File: src/rtl/ex_muldiv_if.sv
// rtl/ex_muldiv_if.sv - ID/EX operand bundle and writeback/stall signals of the EX multiply/divide unit
interface ex_muldiv_if #(
  parameter int XLEN = 32
);
  logic [6:0]      ex_t;
  logic [2:0]      ex_st;
  logic            ex_md;
  logic [XLEN-1:0] ex_n1;
  logic [XLEN-1:0] ex_n2;
  logic [4:0]      ex_wa;
  logic            ex_we;
  logic            flush;
  logic [XLEN-1:0] md_wdata;
  logic [4:0]      md_wa;
  logic            md_we;
  logic            md_busy;
  logic            stl_md;

  modport master (
    output ex_t, ex_st, ex_md, ex_n1, ex_n2, ex_wa, ex_we, flush,
    input  md_wdata, md_wa, md_we, md_busy, stl_md
  );

  modport slave (
    input  ex_t, ex_st, ex_md, ex_n1, ex_n2, ex_wa, ex_we, flush,
    output md_wdata, md_wa, md_we, md_busy, stl_md
  );
endinterface

File: src/rtl/ex_muldiv.sv
// rtl/ex_muldiv.sv - iterative RV32M multiply/divide unit with stall and one-cycle writeback
module ex_muldiv #(
  parameter int XLEN  = 32,
  parameter int CNT_W = 5
) (
  input  logic       clk,
  input  logic       rst,
  ex_muldiv_if.slave io
);

  typedef enum logic [1:0] {IDLE, MUL, DIV, DONE} state_t;

  localparam logic [XLEN-1:0] MIN_INT = {1'b1, {(XLEN-1){1'b0}}};

  state_t          state, state_nx;
  logic [CNT_W-1:0] cnt;
  logic [2:0]      f3;
  logic [4:0]      wa_q;
  logic            we_q;
  logic            neg_q, neg_r;
  logic [XLEN-1:0] opb;
  // mul: {partial hi, multiplier lo}; div: {remainder, dividend/quotient}
  logic [2*XLEN-1:0] acc;

  logic            req;
  logic            s1, s2, na, nb;
  logic [XLEN-1:0] mag1, mag2;
  logic            div_zero, div_ovf, spec_div;
  logic [XLEN:0]   mul_sum, div_trial;
  logic [2*XLEN-1:0] mul_nx, div_nx, prod;
  logic [XLEN-1:0] quo, rem, res;

  assign req = (io.ex_t == 7'h33) && io.ex_md && (state == IDLE) && !io.flush;

  always_comb begin
    s1   = (io.ex_st == 3'd1) || (io.ex_st == 3'd2) || (io.ex_st == 3'd4) || (io.ex_st == 3'd6);
    s2   = (io.ex_st == 3'd1) || (io.ex_st == 3'd4) || (io.ex_st == 3'd6);
    na   = s1 && io.ex_n1[XLEN-1];
    nb   = s2 && io.ex_n2[XLEN-1];
    mag1 = na ? -io.ex_n1 : io.ex_n1;
    mag2 = nb ? -io.ex_n2 : io.ex_n2;
    div_zero = (io.ex_n2 == '0);
    div_ovf  = !io.ex_st[0] && (io.ex_n1 == MIN_INT) && (io.ex_n2 == '1);
    spec_div = io.ex_st[2] && (div_zero || div_ovf);
  end

  always_comb begin
    mul_sum   = {1'b0, acc[2*XLEN-1:XLEN]} + (acc[0] ? {1'b0, opb} : '0);
    mul_nx    = {mul_sum, acc[XLEN-1:1]};
    div_trial = {acc[2*XLEN-1:XLEN], acc[XLEN-1]} - {1'b0, opb};
    div_nx    = div_trial[XLEN] ? {acc[2*XLEN-2:0], 1'b0}
                                : {div_trial[XLEN-1:0], acc[XLEN-2:0], 1'b1};
  end

  // Magnitudes are iterated; signs are applied once when the result is taken.
  always_comb begin
    prod = neg_q ? -acc : acc;
    quo  = neg_q ? -acc[XLEN-1:0] : acc[XLEN-1:0];
    rem  = neg_r ? -acc[2*XLEN-1:XLEN] : acc[2*XLEN-1:XLEN];
    if (!f3[2]) res = (f3 == 3'd0) ? prod[XLEN-1:0] : prod[2*XLEN-1:XLEN];
    else        res = f3[1] ? rem : quo;
  end

  always_ff @(posedge clk or negedge rst) begin
    if (!rst) state <= IDLE;
    else      state <= state_nx;
  end

  always_comb begin
    state_nx = state;
    case (state)
      IDLE: if (req) begin
        if (!io.ex_st[2]) state_nx = MUL;
        else if (spec_div) state_nx = DONE;
        else state_nx = DIV;
      end
      MUL:  if (cnt == '1) state_nx = DONE;
      DIV:  if (cnt == '1) state_nx = DONE;
      DONE: state_nx = IDLE;
      default: state_nx = IDLE;
    endcase
    if (io.flush) state_nx = IDLE;
  end

  always_ff @(posedge clk or negedge rst) begin
    if (!rst) begin
      cnt         <= '0;
      f3          <= '0;
      wa_q        <= '0;
      we_q        <= 1'b0;
      neg_q       <= 1'b0;
      neg_r       <= 1'b0;
      opb         <= '0;
      acc         <= '0;
      io.md_wdata <= '0;
      io.md_wa    <= '0;
      io.md_we    <= 1'b0;
    end else begin
      io.md_we <= 1'b0;
      if (io.flush) begin
        cnt <= '0;
      end else begin
        case (state)
          IDLE: if (req) begin
            f3    <= io.ex_st;
            wa_q  <= io.ex_wa;
            we_q  <= io.ex_we;
            cnt   <= '0;
            opb   <= mag2;
            neg_q <= na ^ nb;
            neg_r <= na;
            acc   <= {{XLEN{1'b0}}, mag1};
            if (spec_div) begin
              neg_q <= 1'b0;
              neg_r <= 1'b0;
              if (div_zero) acc <= {io.ex_n1, {XLEN{1'b1}}};
              else          acc <= {{XLEN{1'b0}}, MIN_INT};
            end
          end
          MUL: begin
            acc <= mul_nx;
            cnt <= cnt + 1'b1;
          end
          DIV: begin
            acc <= div_nx;
            cnt <= cnt + 1'b1;
          end
          DONE: begin
            io.md_we    <= we_q;
            io.md_wa    <= wa_q;
            io.md_wdata <= res;
          end
          default: ;
        endcase
      end
    end
  end

  assign io.md_busy = (state == MUL) || (state == DIV);
  assign io.stl_md  = rst && (req || io.md_busy);

endmodule

File: src/flat_wrapper.sv
// flat-port wrapper written by rule: the top's interface ports become plain ports
module ex_muldiv_flat 
#(
  parameter int XLEN  = 32,
  parameter int CNT_W = 5
)
  (clk, rst, io_ex_t, io_ex_st, io_ex_md, io_ex_n1, io_ex_n2, io_ex_wa, io_ex_we, io_flush, io_md_wdata, io_md_wa, io_md_we, io_md_busy, io_stl_md);
  ex_muldiv_if #(.XLEN(XLEN)) io_i ();
  input  logic clk;
  input  logic rst;
  input wire logic [$bits(io_i.ex_t)-1:0] io_ex_t;
  input wire logic [$bits(io_i.ex_st)-1:0] io_ex_st;
  input wire logic [$bits(io_i.ex_md)-1:0] io_ex_md;
  input wire logic [$bits(io_i.ex_n1)-1:0] io_ex_n1;
  input wire logic [$bits(io_i.ex_n2)-1:0] io_ex_n2;
  input wire logic [$bits(io_i.ex_wa)-1:0] io_ex_wa;
  input wire logic [$bits(io_i.ex_we)-1:0] io_ex_we;
  input wire logic [$bits(io_i.flush)-1:0] io_flush;
  output wire logic [$bits(io_i.md_wdata)-1:0] io_md_wdata;
  output wire logic [$bits(io_i.md_wa)-1:0] io_md_wa;
  output wire logic [$bits(io_i.md_we)-1:0] io_md_we;
  output wire logic [$bits(io_i.md_busy)-1:0] io_md_busy;
  output wire logic [$bits(io_i.stl_md)-1:0] io_stl_md;
  assign io_i.ex_t = io_ex_t;
  assign io_i.ex_st = io_ex_st;
  assign io_i.ex_md = io_ex_md;
  assign io_i.ex_n1 = io_ex_n1;
  assign io_i.ex_n2 = io_ex_n2;
  assign io_i.ex_wa = io_ex_wa;
  assign io_i.ex_we = io_ex_we;
  assign io_i.flush = io_flush;
  assign io_md_wdata = io_i.md_wdata;
  assign io_md_wa = io_i.md_wa;
  assign io_md_we = io_i.md_we;
  assign io_md_busy = io_i.md_busy;
  assign io_stl_md = io_i.stl_md;
  ex_muldiv #(.XLEN(XLEN), .CNT_W(CNT_W)) u_core (.clk(clk), .rst(rst), .io(io_i));
endmodule
File: config.mk
export PLATFORM = sky130hd
export DESIGN_NAME = ex_muldiv_flat
export DESIGN_NICKNAME = d
export VERILOG_FILES = /design/src/rtl/ex_muldiv_if.sv /design/src/rtl/ex_muldiv.sv /design/src/flat_wrapper.sv
export SDC_FILE = /design/constraint.sdc
export NUM_CORES = 1
export LEC_CHECK = 0
export CAP_MARGIN = 5
export CORE_UTILIZATION = 60
export DETAILED_ROUTE_END_ITERATION = 6
export PLACE_DENSITY = 0.86
export SLEW_MARGIN = 20
export SYNTH_ARGS = -nofsm -noshare
export SYNTH_HDL_FRONTEND = slang
export SYNTH_SLANG_ARGS = --single-unit
File: constraint.sdc
create_clock -name clk -period 5.5 [get_ports clk]
set_clock_uncertainty 0.15 [all_clocks]
set_input_delay 1.1 -clock clk [delete_from_list [all_inputs] [get_ports clk]]
set_output_delay 1.1 -clock clk [all_outputs]
set_load 0.01 [all_outputs]
==> qor.yml <==
setup_path:
  crit_slowest_cell: "clkdlybuf4s50_1"
  rr_endpoint: "u_core.acc[38]"
  critical_path_required_ns: 4.25
  ff2ff_path_depth: 13
  nature_of_the_critical_path_startpoint: "input pin"
  origin_of_the_critical_flop_to_flop_path: "u_core.acc[31]"
  critPathMaxFanout: 12
  critical-path-max-stage-delay_ns: 0.61
  worstPathBufferInverterCount: 2
  cpMostUsedCell: "clkdlybuf4s50_1"
  reg2reg_slack_ns: 0.91
  setup.worst_path.end_class: "output pin"
  crit_type: "input pin to output pin"
  critical-path-top-delay-family: "buffers and inverters"
  arrival_ns: 3.39
  timing.critical_path.cells: "clkdlybuf4s50_1 > nand4b_1 > or4_2 > a21boi_0 > clkdlybuf4s50_1"
drt:
  avgViaCountPerCell: 6.858
  ant_nets: 0
  wirelength_um: 52620
  drc: 10
  iteration_count_of_the_initial_detailed_routing_pass: 7
  detail_route.wl_per_cell_um: 22.42
  violation_count_after_the_first_detailed_routing_iteration: 2219
  via_count: 16100
sta:
  setup_viol: 0
  fmax_mhz: 215.6
  period_minus_slack_ns: 4.637
  max_slew.worst_pin.slew_ns: 0.8950
  finalHoldViolCount: 0
  final.setup.tns_ns: 0
  unrepaired_setup_endpoints_after_global_routing: "false"
  period_share_pct: 84.32
  report.final.slew_viol_count: 0
  max_slew_margin_pct: 40.33
clocking:
  clock_sink_count: 152
  htreeDepth: 4
  ctsResizeCount: 0
  cts.repair_timing.setup_buffer_count: 0
  clkTransAtPathRegs_ns: 0.08
  cts-hold-fix-buffers: 0
  root_buffer: "clkbuf_16"
  tritoncts: "yes"
  cts_max_path_buffers: 2
  insertion_delay_ns: 0.45
  cts_made_buffers: 17
floorplan:
  floorplan.initialDensity_pct: 61.71
  dieWidth_um: 160.6
  fp.dieH_um: 160.6
  floorplan.die_area_um2: 25800
  ios: 124
  rows: 57
  core_region_area_um2: 24460
synth:
  syn-mean-instance-area_um2: 7.593
  netlist.top_cell.by_area: "dfrtp_1"
  synth-simple-area-share_pct: 20.24
  synth_top_family_by_area: "compound AO/OA/AOI/OAI gates"
  number_of_instances_in_the_synthesized_netlist: 1988
  synth_compound_gate_area_share_pct: 28.27
  yosys_most_used_dff: "dfrtp_1"
  ys_top_cells_by_area: "dfrtp_1 (25%), xnor2_1 (6.3%), ha_1 (6.3%)"
  synth.yosys.seq_area_share_pct: 25.20
  ys_ff_latch: 152
  synth_xor_area_share_pct: 11.31
  mappedNetlistArea_um2: 15090
  async_reset_ff_share_pct: 100.0
  synth-edff-count: 0
  synth_top_area_share_pct: 25.20
  yosysWarningCount: 0
  synthesis.nets: 2150
  ys_types: 74
  synth_fa_ha_area_share_pct: 6.565
  synth_mux_area_share_pct: 3.200
grt:
  via_count_of_the_first_global_routing_pass: 14930
  use_met2_pct: 60.92
  globalRouteMet3Util_pct: 11.23
  initial_antenna_violation_count: 1
  grtUsageMet1_pct: 55.14
  overflow: 0
  grt_usage_pct: 40.57
  grt_max_degree: 78
  grt.busiest_layer: "met2"
  grt_first_pass_wirelength_um: 81720
place:
  place_hpwl_um: 39110
  io_buffers: 123
  global_placement_routability_congestion: 1.009
run_status:
  status: "finished with violations"
  failed_checks: "DRC"
finish:
  num-nets-final: 2172
  layout_commonest_cell: "nand2_1"
  layout-drive-gt1-share_pct: 6.278
  synthToLayoutAreaGrowth_pct: 12.90
  total_area_of_sequential_cells_um2: 3805
  antenna-diode-count: 0
  number_of_fill_cells_in_the_layout: 2056
  mostFrequentLayoutCells: "nand2_1 (225), nor2_1 (171), o21ai_0 (168)"
  post-route-util_pct: 69.66
  multi_input_comb_area_um2: 10540
worst_hold_path:
  hold_depth: 2
  worstHoldStart: "u_core.wa_q[1]"
  hold-path-endpoint: "u_core.io.md_wa[1]"
  hold_path_class: "register to register"
power_and_ir_drop:
  vdd_drop_max_mv: 0.6160
  pwr_density_cell_nw_per_um2: 526.6
  power.leakage_nw: 6.798
flow_run:
  maxCapViolations: 0
[how the worst max path moves through the flow]
stage / startpoint / end / slack [ns] / depth (start not counted)
global route: u_core.acc[32] / u_core.acc[41] / 0.61 / 12
finish: io_flush / io_stl_md / 0.86 / 5
CTS: io_flush / io_stl_md / 0.85 / 5
global placement: io_flush / u_core.acc[36] / 0.74 / 8
detailed placement: io_flush / u_core.acc[45] / 0.70 / 9
floorplan: io_ex_n2[2] / u_core.acc[23] / 1.61 / 9
[cell type report]
cell class                      instances  share of cell area, %
Inverter                               61                  1.344
Multi-Input combinational cell       1629                  61.83
Clock inverter                         15                  1.175
Sequential cell                       152                  22.33
Timing Repair Buffer                  149                  8.451
Tap cell                              324                  2.379
Clock buffer                           17                  2.496
[sequential cells by signal, indices dropped and copies added (netlist names), 2 cells and up]
signal              cells
u_core.f3               3
u_core.state            2
u_core.wa_q             5
u_core.cnt              5
u_core.io.md_wa         5
u_core.io.md_wdata     32
u_core.opb             32
u_core.acc             64
[per-layer routing]
layer	wire length, um	up-vias	share of wire [%]
li1	-	7259	-
met2	22400	1007	43
met4	2271	2	4.3
met3	6372	188	12
met1	21570	7640	41
met5	13	-	0.025
[cell families (layout without fill, tap and decap cells)]
| group | Yosys count | count (layout) |
|---|---|---|
| fa+ha+maj | 78 | 78 |
| flops | 152 | 152 |
| mux | 44 | 44 |
| buf+inv | 207 | 242 |
| compound gates | 667 | 667 |
| xor+xnor | 195 | 195 |
| simple gates | 645 | 645 |
[stage by stage]
stage / total power [mW] / instance area [um2] / std cells / setup slack (ns) / hold slack [ns]
global placement: 7.371 / 16410 / 2315 / 0.7392 / 0.2875
detailed placement: 7.466 / 16410 / 2315 / 0.7022 / 0.2974
floorplan: 5.785 / 15090 / 1988 / 1.607 / 0.2831
global route: 9.473 / 17040 / 2347 / 0.6144 / 0.3367
finish: 8.974 / 17040 / 2347 / 0.8625 / 0.3137
CTS: 8.758 / 17040 / 2347 / 0.8500 / 0.3170
[worst register-to-register path: cells and delay by family (launching register included)]
kind / cells / cell delay [ns]
flops: 1 / 0.43
buf+inv: 2 / 0.38
fa+ha+maj: 2 / 0.66
simple gates: 2 / 0.33
compound gates: 5 / 1.59
mux: 1 / 0.36
xor+xnor: 1 / 0.56
[report_power, final]
| group | internal, mW | switching (mW) | total, mW |
|---|---|---|---|
| logic | 2.25 | 3.24 | 5.49 |
| clock network | 0.661 | 0.603 | 1.26 |
| registers | 1.48 | 0.742 | 2.22 |
[synth_stat cells (33+ instances only)]
| master | number |
|---|---|
| nand2_1 | 226 |
| nor2_1 | 171 |
| o21ai_0 | 168 |
| a21oi_1 | 165 |
| dfrtp_1 | 152 |
| clkbuf_1 | 135 |
| xnor2_1 | 109 |
| xor2_1 | 86 |
| ha_1 | 76 |
| inv_1 | 61 |
| a211oi_1 | 58 |
| nor3_1 | 45 |
| a21o_1 | 43 |
| mux2_2 | 34 |
| a22oi_1 | 33 |
| o31ai_1 | 33 |
(Power assumes the default switching activity.)
